<file path="src/rtl/pwm_duty_slew.sv">
// pwm_duty_slew: ramps duty_out toward target_duty in step-sized increments every tick_div+1 clocks
module pwm_duty_slew #(
  parameter int WIDTH = 8,
  parameter int DIV_W = 16
) (
  input  logic             clk,
  input  logic             rst,
  input  logic             enable,
  input  logic [WIDTH-1:0] target_duty,
  input  logic [WIDTH-1:0] step,
  input  logic [DIV_W-1:0] tick_div,
  output logic [WIDTH-1:0] duty_out,
  output logic             busy,
  output logic             at_target
);
  typedef enum logic {IDLE, RAMP} state_t;
  state_t state_q, state_d;
  logic [WIDTH-1:0] duty_q, duty_d;
  logic [DIV_W-1:0] presc_q, presc_d;
  logic at_target_q, at_target_d;
  logic signed [WIDTH:0] diff, step_s;
  logic tick;
  assign diff = $signed({1'b0, target_duty}) - $signed({1'b0, duty_q});
  assign step_s = $signed({1'b0, step});
  assign tick = presc_q == tick_div;
  always_comb begin
    state_d = state_q;
    duty_d = duty_q;
    presc_d = presc_q;
    at_target_d = 1'b0;
    if (!enable) begin
      state_d = IDLE;
      duty_d = '0;
      presc_d = '0;
    end else if (step == '0) begin
      state_d = IDLE;
      duty_d = target_duty;
      presc_d = '0;
    end else if (state_q == IDLE) begin
      state_d = target_duty != duty_q ? RAMP : IDLE;
      presc_d = '0;
    end else begin
      presc_d = tick ? '0 : presc_q + 1'b1;
      if (tick) begin
        if (diff <= step_s && diff >= -step_s) begin
          duty_d = target_duty;
          state_d = IDLE;
          at_target_d = 1'b1;
        end else begin
          duty_d = diff > step_s ? duty_q + step : duty_q - step;
        end
      end
    end
  end
  always_ff @(posedge clk) begin
    if (rst) begin
      state_q <= IDLE;
      duty_q <= '0;
      presc_q <= '0;
      at_target_q <= 1'b0;
    end else begin
      state_q <= state_d;
      duty_q <= duty_d;
      presc_q <= presc_d;
      at_target_q <= at_target_d;
    end
  end
  assign duty_out = duty_q;
  assign busy = state_q == RAMP;
  assign at_target = at_target_q;
endmodule

</file>
<file path="config.mk">
export PLATFORM = sky130hd
export DESIGN_NAME = pwm_duty_slew
export DESIGN_NICKNAME = d
export VERILOG_FILES = /design/src/rtl/pwm_duty_slew.sv
export SDC_FILE = /design/constraint.sdc
export NUM_CORES = 1
export LEC_CHECK = 0
export ABC_AREA = 1
export CORE_UTILIZATION = 59
export DETAILED_ROUTE_END_ITERATION = 7
export DONT_BUFFER_PORTS = 1
export PLACE_DENSITY_LB_ADDON = 0.15
export SYNTH_ARGS = -nofsm -noshare
export SYNTH_HDL_FRONTEND = slang
export SYNTH_SLANG_ARGS = --single-unit
</file>
<file path="constraint.sdc">
create_clock -name clk -period 12.5 [get_ports clk]
set_input_delay 1.875 -clock clk [delete_from_list [all_inputs] [get_ports clk]]
set_output_delay 1.875 -clock clk [all_outputs]
set_load 0.02 [all_outputs]
</file>
==> impl_metrics.xml, run 1 <==
<?xml version="1.0" encoding="UTF-8"?>
<metrics>
  <group name="status">
    <metric name="run_status" unit="">finished, final reports clean</metric>
  </group>
  <group name="cts">
    <metric name="clk_path_buf_depth" unit="">2</metric>
    <metric name="ctsResizeCount" unit="">0</metric>
    <metric name="tritoncts_num_sinks" unit="">26</metric>
    <metric name="htree_num_levels" unit="">1</metric>
    <metric name="post_cts_repair_setup_buffers" unit="">0</metric>
    <metric name="clockRootBuffer" unit="">sky130_fd_sc_hd__clkbuf_8</metric>
    <metric name="cts_made_buffers" unit="">3</metric>
    <metric name="cts-hold-fix-buffers" unit="">0</metric>
    <metric name="tritoncts" unit="">yes</metric>
    <metric name="clk_pin_slew" unit="ns">0.10</metric>
    <metric name="clk-insertion-delay-late" unit="ns">0.27</metric>
  </group>
  <group name="die">
    <metric name="die_width" unit="um">69.1</metric>
    <metric name="start_util" unit="%">61.1</metric>
    <metric name="fp.dieArea" unit="um2">4780</metric>
    <metric name="fp.dieH" unit="um">69.1</metric>
    <metric name="ios" unit="">45</metric>
    <metric name="core-area" unit="um2">4350</metric>
    <metric name="core.rowCount" unit="">24</metric>
  </group>
  <group name="logic_synthesis">
    <metric name="synth_area" unit="um2">2660</metric>
    <metric name="synth_edf_count" unit="">0</metric>
    <metric name="synth-async-reset-ratio" unit="%">0</metric>
    <metric name="yosys_register_bits" unit="">26</metric>
    <metric name="synth.avg_cell_area" unit="um2">6.73</metric>
    <metric name="synth_seq_area_share" unit="%">19.6</metric>
    <metric name="synth.net_count" unit="">465</metric>
    <metric name="yosysWarningCount" unit="">0</metric>
    <metric name="post_synth_inst_count" unit="">395</metric>
    <metric name="synth.lib_cells_used.distinct" unit="">38</metric>
    <metric name="synth-main-ff-cell" unit="">sky130_fd_sc_hd__dfxtp_1</metric>
  </group>
  <group name="sta">
    <metric name="max_slew.worst_pin.slew" unit="ns">0.666</metric>
    <metric name="setup-violations-final" unit="">0</metric>
    <metric name="fin_setup_tns" unit="ns">0</metric>
    <metric name="unrepaired_setup_endpoints_after_global_routing" unit="">false</metric>
    <metric name="worst_clock_skew_on_the_final_layout" unit="ns">0.00247</metric>
    <metric name="finalWorstPathRequiredPeriod" unit="ns">5.69</metric>
    <metric name="timing_max_transition_violations_final" unit="">0</metric>
    <metric name="fin_crit_sh" unit="%">45.5</metric>
    <metric name="max-slew-margin-rel" unit="%">55.6</metric>
    <metric name="timing_hold_violations_final" unit="">0</metric>
    <metric name="f_max" unit="MHz">176</metric>
  </group>
  <group name="setup_path">
    <metric name="crit_path_max_fanout" unit="">10</metric>
    <metric name="crit_arrival" unit="ns">5.87</metric>
    <metric name="critical_path.endpoint_type" unit="">flip-flop</metric>
    <metric name="start_kind" unit="">input pin</metric>
    <metric name="rrSetupSlack" unit="ns">7.77</metric>
    <metric name="cp_data_required_time" unit="ns">12.69</metric>
    <metric name="timing_worst_setup_path_type" unit="">input pin to flip-flop</metric>
  </group>
  <group name="finish">
    <metric name="layout-area-overhead-vs-synth" unit="%">4.23</metric>
    <metric name="final_area" unit="um2">2770</metric>
    <metric name="finish.net_count" unit="">467</metric>
    <metric name="final.fill_count" unit="">410</metric>
    <metric name="drive_above_1_share" unit="%">6.06</metric>
    <metric name="insertedDiodeCount" unit="">0</metric>
  </group>
  <group name="grt">
    <metric name="met3_usage" unit="%">5.56</metric>
    <metric name="overflow" unit="">0</metric>
    <metric name="global_route.usage.total" unit="%">25.9</metric>
    <metric name="grt_start_max_net_pins" unit="">17</metric>
    <metric name="antenna_found_initial" unit="">0</metric>
    <metric name="first_global_vias" unit="">2331</metric>
    <metric name="use_met2" unit="%">45.2</metric>
    <metric name="wire_length_of_the_first_global_routing_pass" unit="mm">10.3</metric>
    <metric name="gr-max-usage-layer" unit="">met2</metric>
    <metric name="grtUsageMet1" unit="%">31.7</metric>
  </group>
  <group name="power">
    <metric name="p_sw_share" unit="%">32.4</metric>
    <metric name="power.switching" unit="W">0.0000728</metric>
    <metric name="worst_ir_drop_on_vdd" unit="mV">0.0603</metric>
    <metric name="leakagePower" unit="nW">1.37</metric>
    <metric name="p_per_area" unit="nW/um2">81.2</metric>
    <metric name="power.share.combinational" unit="%">31.0</metric>
    <metric name="clock_power_share" unit="%">31.8</metric>
    <metric name="internal_power" unit="W">0.000152</metric>
    <metric name="share_seq_of_total_power" unit="%">37.2</metric>
  </group>
  <group name="routing">
    <metric name="route.antenna.remaining_nets" unit="">0</metric>
    <metric name="post_drt_wl_per_cell" unit="um">13.1</metric>
    <metric name="drtIter0Drc" unit="">98</metric>
    <metric name="per_cell_via_count_in_the_routed_design" unit="">5.44</metric>
    <metric name="post-route-drc-count" unit="">0</metric>
    <metric name="routed_wirelength" unit="mm">5.88</metric>
    <metric name="routed-via-count" unit="">2438</metric>
    <metric name="drt_first_pass_iters" unit="">4</metric>
  </group>
  <group name="placed_design">
    <metric name="dpl_cell_area" unit="um2">2700</metric>
    <metric name="port_buffers" unit="">0</metric>
    <metric name="dp_hpwl" unit="mm">4.77</metric>
    <metric name="gp_congestion" unit="">0.949</metric>
  </group>
  <group name="flow_run">
    <metric name="timing.max_cap.violations" unit="">0</metric>
  </group>
  <group name="hold_path">
    <metric name="hold_class" unit="">flip-flop to flip-flop</metric>
  </group>
</metrics>
==> worst max-delay path: stages <==
cell	delay, ns
sky130_fd_sc_hd__ha_1	0.34
sky130_fd_sc_hd__nand2_1	0.08
sky130_fd_sc_hd__o21ai_0	0.26
sky130_fd_sc_hd__a21oi_1	0.11
sky130_fd_sc_hd__o21ai_0	0.28
sky130_fd_sc_hd__nand2_1	0.08
sky130_fd_sc_hd__nand2_1	0.07
sky130_fd_sc_hd__a21oi_1	0.07
sky130_fd_sc_hd__xnor2_1	0.17
sky130_fd_sc_hd__ha_1	0.32
sky130_fd_sc_hd__nand3_1	0.08
sky130_fd_sc_hd__nor3_1	0.27
sky130_fd_sc_hd__nor2_4	0.09
sky130_fd_sc_hd__nand2_4	0.11
sky130_fd_sc_hd__clkinv_1	0.19
sky130_fd_sc_hd__o21ai_0	0.26
sky130_fd_sc_hd__ha_1	0.32
sky130_fd_sc_hd__a21oi_1	0.17
sky130_fd_sc_hd__nand2_1	0.12
sky130_fd_sc_hd__nand2_1	0.07
sky130_fd_sc_hd__nand2_1	0.05
sky130_fd_sc_hd__a21oi_1	0.15
sky130_fd_sc_hd__xnor2_1	0.08
sky130_fd_sc_hd__nand2_1	0.07
sky130_fd_sc_hd__nand3_1	0.06
sky130_fd_sc_hd__nand2_1	0.09
sky130_fd_sc_hd__inv_1	0.03
==> cells in the mapped netlist (2+ instances only) <==
cell	count	area (um2)
sky130_fd_sc_hd__o21ai_2	2	17.5
sky130_fd_sc_hd__inv_2	2	7.51
sky130_fd_sc_hd__nor3_1	6	30.0
sky130_fd_sc_hd__o21a_1	3	22.5
sky130_fd_sc_hd__o21bai_1	2	15.0
sky130_fd_sc_hd__ha_1	33	413
sky130_fd_sc_hd__a21oi_1	23	115
sky130_fd_sc_hd__nand4_1	9	56.3
sky130_fd_sc_hd__inv_1	67	251
sky130_fd_sc_hd__nand2_1	87	327
sky130_fd_sc_hd__xor2_1	15	131
sky130_fd_sc_hd__nand3_1	23	115
sky130_fd_sc_hd__nor2_1	28	105
sky130_fd_sc_hd__dfxtp_1	26	521
sky130_fd_sc_hd__fa_1	2	40.0
sky130_fd_sc_hd__nand2_2	4	25.0
sky130_fd_sc_hd__o21ai_0	17	85.1
sky130_fd_sc_hd__nor2_2	3	18.8
sky130_fd_sc_hd__xnor2_1	20	175
sky130_fd_sc_hd__nor3b_1	4	30.0
sky130_fd_sc_hd__nor4_2	2	25.0
==> metrics by stage <==
step | utilization [%] | total power, W | instances | setup slack [ns] | hold slack (ns)
floorplan | - | 0.000142 | 395 | 7.05 | 0.440
global placement | 62.0 | 0.000153 | 444 | 6.69 | 0.453
detailed placement | 62.0 | 0.000154 | 444 | 6.60 | 0.463
CTS | 63.7 | 0.000226 | 448 | 6.87 | 0.486
global route | 63.7 | 0.000241 | 448 | 6.36 | 0.513
finish | 63.7 | 0.000225 | 448 | 6.81 | 0.477
==> state kept, by name, summed over array words and instances (netlist names) <==
name,flops
presc_q,16
at_target,1
busy,1
duty_out,8
==> per-layer routing <==
layer	part of all wire (%)	vias up
li1	-	1264
met1	44	1091
met2	48	70
met3	5.9	13
met4	2.2	0
met5	0	-
==> logic make-up after synthesis <==
group           after synthesis  share of synthesized area [%]
buf+inv                      73                           10.8
fa+ha+maj                    35                           17.0
simple gates                174                           30.2
compound gates               52                           10.9
flops                        26                           19.6
xor+xnor                     35                           11.5
==> power groups by stage <==
| stage | sequential, W | clock [W] | combinational (W) |
|---|---|---|---|
| after global placement | 0.0000856 | 0 | 0.0000678 |
| final | 0.0000837 | 0.0000715 | 0.0000698 |
| after CTS | 0.0000837 | 0.0000729 | 0.0000696 |
| after floorplan | 0.0000855 | 0 | 0.0000567 |
| after global routing | 0.0000838 | 0.0000768 | 0.0000806 |
| after detailed placement | 0.0000857 | 0 | 0.0000688 |
==> worst paths after layout <==
path                   from           to  depth (start not counted)
max          target_duty[2]  duty_out[5]                         27
min              presc_q[0]   presc_q[0]                          1
max reg2reg     duty_out[2]  duty_out[5]                         28
min reg2reg      presc_q[0]   presc_q[0]                          1
==> area by class of cell <==
class / count / area [um2] / area share [%]
Clock buffer: 3 / 41.3 / 1.49
Inverter: 70 / 263 / 9.48
Multi-Input combinational cell: 296 / 1850 / 66.8
Sequential cell: 26 / 520 / 18.8
Clock inverter: 1 / 30.0 / 1.08
Tap cell: 52 / 65.1 / 2.35
==> cell usage in the layout, fill, tap and decap left out, drive strengths merged <==
cell / synthesis / final
a21boi: 1 / 1
a21o: 1 / 1
a21oi: 24 / 24
a31oi: 1 / 1
and2: 1 / 1
and3: 1 / 1
bufinv: 0 / 1
clkbuf: 0 / 3
clkinv: 1 / 1
dfxtp: 26 / 26
fa: 2 / 2
ha: 33 / 33
inv: 69 / 69
nand2: 92 / 92
nand3: 24 / 24
nand3b: 1 / 1
nand4: 9 / 9
nor2: 32 / 32
nor3: 7 / 7
nor3b: 4 / 4
nor4: 2 / 2
o21a: 3 / 3
o21ai: 20 / 20
o21bai: 2 / 2
or2: 1 / 1
xnor2: 20 / 20
xor2: 15 / 15
Note: power is estimated with default switching activity, not from simulation.
==> inputs of run 2 (changes only) <==
clock period = 5.9 ns   (was 12.5 ns; I/O delays follow)
==> impl_metrics.xml, run 2 (synthesis results as in run 1) <==
<?xml version="1.0" encoding="UTF-8"?>
<metrics>
  <group name="status">
    <metric name="run_status" unit="">finished, final reports clean</metric>
  </group>
  <group name="finish">
    <metric name="number_of_flip_flops_under_the_largest_register_name" unit="">16</metric>
    <metric name="final_area" unit="um2">2770</metric>
    <metric name="registers.top_by_ff_count" unit="">presc_q</metric>
    <metric name="insertedDiodeCount" unit="">0</metric>
    <metric name="final.fill_count" unit="">404</metric>
    <metric name="layout.cells.most_common" unit="">sky130_fd_sc_hd__nand2_1</metric>
    <metric name="layout-area-overhead-vs-synth" unit="%">4.23</metric>
    <metric name="final_cells" unit="">448</metric>
    <metric name="drive_above_1_share" unit="%">6.06</metric>
    <metric name="finish.net_count" unit="">467</metric>
    <metric name="most-common-layout-cells" unit="">87 x sky130_fd_sc_hd__nand2_1, 67 x sky130_fd_sc_hd__inv_1, 33 x sky130_fd_sc_hd__ha_1, 28 x sky130_fd_sc_hd__nor2_1, 26 x sky130_fd_sc_hd__dfxtp_1</metric>
  </group>
  <group name="setup_path">
    <metric name="crit_arrival" unit="ns">4.86</metric>
    <metric name="start_kind" unit="">flip-flop</metric>
    <metric name="crit_start" unit="">duty_out[1]</metric>
    <metric name="crit_path_max_fanout" unit="">10</metric>
    <metric name="r2r_cells" unit="">28</metric>
    <metric name="rrSetupSlack" unit="ns">1.22</metric>
    <metric name="crit_path_top_delay_cell" unit="">sky130_fd_sc_hd__dfxtp_1</metric>
    <metric name="critical-path-top-cell-by-count" unit="">sky130_fd_sc_hd__nand2_1</metric>
    <metric name="worst_r2r_endpoint" unit="">duty_out[7]</metric>
    <metric name="max_stage_delay" unit="ns">0.60</metric>
    <metric name="timing.rr.start" unit="">duty_out[1]</metric>
    <metric name="cp_data_required_time" unit="ns">6.08</metric>
    <metric name="timing_worst_setup_path_type" unit="">flip-flop to flip-flop</metric>
    <metric name="critical_path.endpoint_type" unit="">flip-flop</metric>
  </group>
  <group name="placed_design">
    <metric name="port_buffers" unit="">0</metric>
    <metric name="dpl_cell_area" unit="um2">2700</metric>
    <metric name="placed_cells_incl_taps" unit="">444</metric>
    <metric name="dp_hpwl" unit="mm">4.74</metric>
    <metric name="gp_congestion" unit="">0.949</metric>
    <metric name="post_place_setup_slack" unit="ns">0.992</metric>
  </group>
  <group name="power">
    <metric name="worst_ir_drop_on_vdd" unit="mV">0.0868</metric>
    <metric name="leakagePower" unit="nW">1.37</metric>
    <metric name="share_seq_of_total_power" unit="%">37.0</metric>
    <metric name="power.switching" unit="W">0.000157</metric>
    <metric name="power.share.combinational" unit="%">30.8</metric>
    <metric name="internal_power" unit="W">0.000323</metric>
    <metric name="clock_power_share" unit="%">32.2</metric>
    <metric name="p_per_area" unit="nW/um2">173</metric>
    <metric name="p_sw_share" unit="%">32.7</metric>
  </group>
  <group name="hold_path">
    <metric name="min-delay-start" unit="">presc_q[0]</metric>
    <metric name="worstHoldEndpoint" unit="">presc_q[0]</metric>
    <metric name="hold_class" unit="">flip-flop to flip-flop</metric>
    <metric name="worst_hold_path.num_cells" unit="">1</metric>
  </group>
  <group name="grt">
    <metric name="antenna_found_initial" unit="">0</metric>
    <metric name="wire_length_of_the_first_global_routing_pass" unit="mm">10.2</metric>
    <metric name="overflow" unit="">0</metric>
    <metric name="first_global_vias" unit="">2311</metric>
    <metric name="global_route.usage.total" unit="%">25.9</metric>
    <metric name="grt_start_max_net_pins" unit="">17</metric>
  </group>
  <group name="sta">
    <metric name="fin_crit_sh" unit="%">79.3</metric>
    <metric name="max_slew.worst_pin.slew" unit="ns">0.647</metric>
    <metric name="worst_clock_skew_on_the_final_layout" unit="ns">0.00168</metric>
    <metric name="f_max" unit="MHz">214</metric>
    <metric name="fin_setup_tns" unit="ns">0</metric>
    <metric name="max-slew-margin-rel" unit="%">56.9</metric>
    <metric name="finalWorstPathRequiredPeriod" unit="ns">4.68</metric>
    <metric name="timing_max_transition_violations_final" unit="">0</metric>
    <metric name="timing.final.ws_setup" unit="ns">1.22</metric>
    <metric name="unrepaired_setup_endpoints_after_global_routing" unit="">false</metric>
    <metric name="timing_hold_violations_final" unit="">0</metric>
    <metric name="setup-violations-final" unit="">0</metric>
  </group>
  <group name="die">
    <metric name="fp.dieArea" unit="um2">4780</metric>
    <metric name="fp.dieH" unit="um">69.1</metric>
    <metric name="core.rowCount" unit="">24</metric>
    <metric name="ios" unit="">45</metric>
    <metric name="die_width" unit="um">69.1</metric>
    <metric name="core-area" unit="um2">4350</metric>
    <metric name="start_util" unit="%">61.1</metric>
  </group>
  <group name="cts">
    <metric name="htree_num_levels" unit="">1</metric>
    <metric name="post_cts_repair_setup_buffers" unit="">0</metric>
    <metric name="tritoncts" unit="">yes</metric>
    <metric name="clk_path_buf_depth" unit="">2</metric>
    <metric name="cts-hold-fix-buffers" unit="">0</metric>
    <metric name="ctsResizeCount" unit="">0</metric>
    <metric name="clk_pin_slew" unit="ns">0.10</metric>
    <metric name="cts_made_buffers" unit="">3</metric>
    <metric name="clockRootBuffer" unit="">sky130_fd_sc_hd__clkbuf_8</metric>
    <metric name="clk-insertion-delay-late" unit="ns">0.28</metric>
    <metric name="tritoncts_num_sinks" unit="">26</metric>
  </group>
  <group name="routing">
    <metric name="post_drt_wl_per_cell" unit="um">13.0</metric>
    <metric name="post-route-drc-count" unit="">0</metric>
    <metric name="per_cell_via_count_in_the_routed_design" unit="">5.41</metric>
    <metric name="routed_wirelength" unit="mm">5.81</metric>
    <metric name="drtIter0Drc" unit="">111</metric>
    <metric name="drt_first_pass_iters" unit="">4</metric>
    <metric name="routed-via-count" unit="">2423</metric>
    <metric name="route.antenna.remaining_nets" unit="">0</metric>
  </group>
  <group name="flow_run">
    <metric name="timing.max_cap.violations" unit="">0</metric>
  </group>
</metrics>
[run 2: cell counts in the layout (fill, tap and decap cells not counted)]
Identical to the previous run, type by type.
[run 2: power groups by stage]
| stage | Combinational (W) | Clock [W] | Sequential, W |
|---|---|---|---|
| 6_report | 0.000147 | 0.000154 | 0.000177 |
| 5_1_grt | 0.000170 | 0.000164 | 0.000178 |
| 4_1_cts | 0.000148 | 0.000156 | 0.000177 |
| 3_5_place_dp | 0.000146 | 0 | 0.000181 |
| 3_3_place_gp | 0.000144 | 0 | 0.000181 |
| 2_1_floorplan | 0.000120 | 0 | 0.000181 |
[run 2: metrics by stage]
| stage | hold slack [ns] | utilization (%) | total power [W] |
|---|---|---|---|
| 5_1_grt | 0.510 | 63.7 | 0.000512 |
| 4_1_cts | 0.484 | 63.7 | 0.000481 |
| 3_5_place_dp | 0.461 | 62.0 | 0.000327 |
| 3_3_place_gp | 0.453 | 62.0 | 0.000325 |
| 6_report | 0.476 | 63.7 | 0.000479 |
| 2_1_floorplan | 0.440 | - | 0.000301 |
[run 2: worst max path at each step]
stage	to	cells after the start
2_1_floorplan	duty_out[5]	28
3_3_place_gp	duty_out[5]	27
3_5_place_dp	duty_out[7]	27
4_1_cts	duty_out[7]	28
5_1_grt	duty_out[7]	28
6_report	duty_out[7]	28
[run 2: final cells by class]
type	count	area [um2]	share of cell area [%]
Clock inverter	1	30.0	1.08
Sequential cell	26	520	18.8
Inverter	70	263	9.48
Clock buffer	3	41.3	1.49
Tap cell	52	65.1	2.35
Multi-Input combinational cell	296	1850	66.8
[run 2: worst max-delay path: cells and delay by family, from the launching register on]
family | cells | cell delay [ns]
simple gates | 14 | 1.34
compound gates | 7 | 1.17
fa+ha+maj | 3 | 0.94
flops | 1 | 0.60
buf+inv | 3 | 0.34
xor+xnor | 1 | 0.17
[run 2: layer usage]
| layer | vias to the layer above | routed length [um] | global-route usage [%] |
|---|---|---|---|
| li1 | 1278 | - | - |
| met1 | 1075 | 2600 | 31.4 |
| met2 | 63 | 2780 | 45.8 |
| met3 | 7 | 330 | 5.26 |
| met4 | 0 | 91 | 7.48 |
| met5 | - | 0 | 0 |
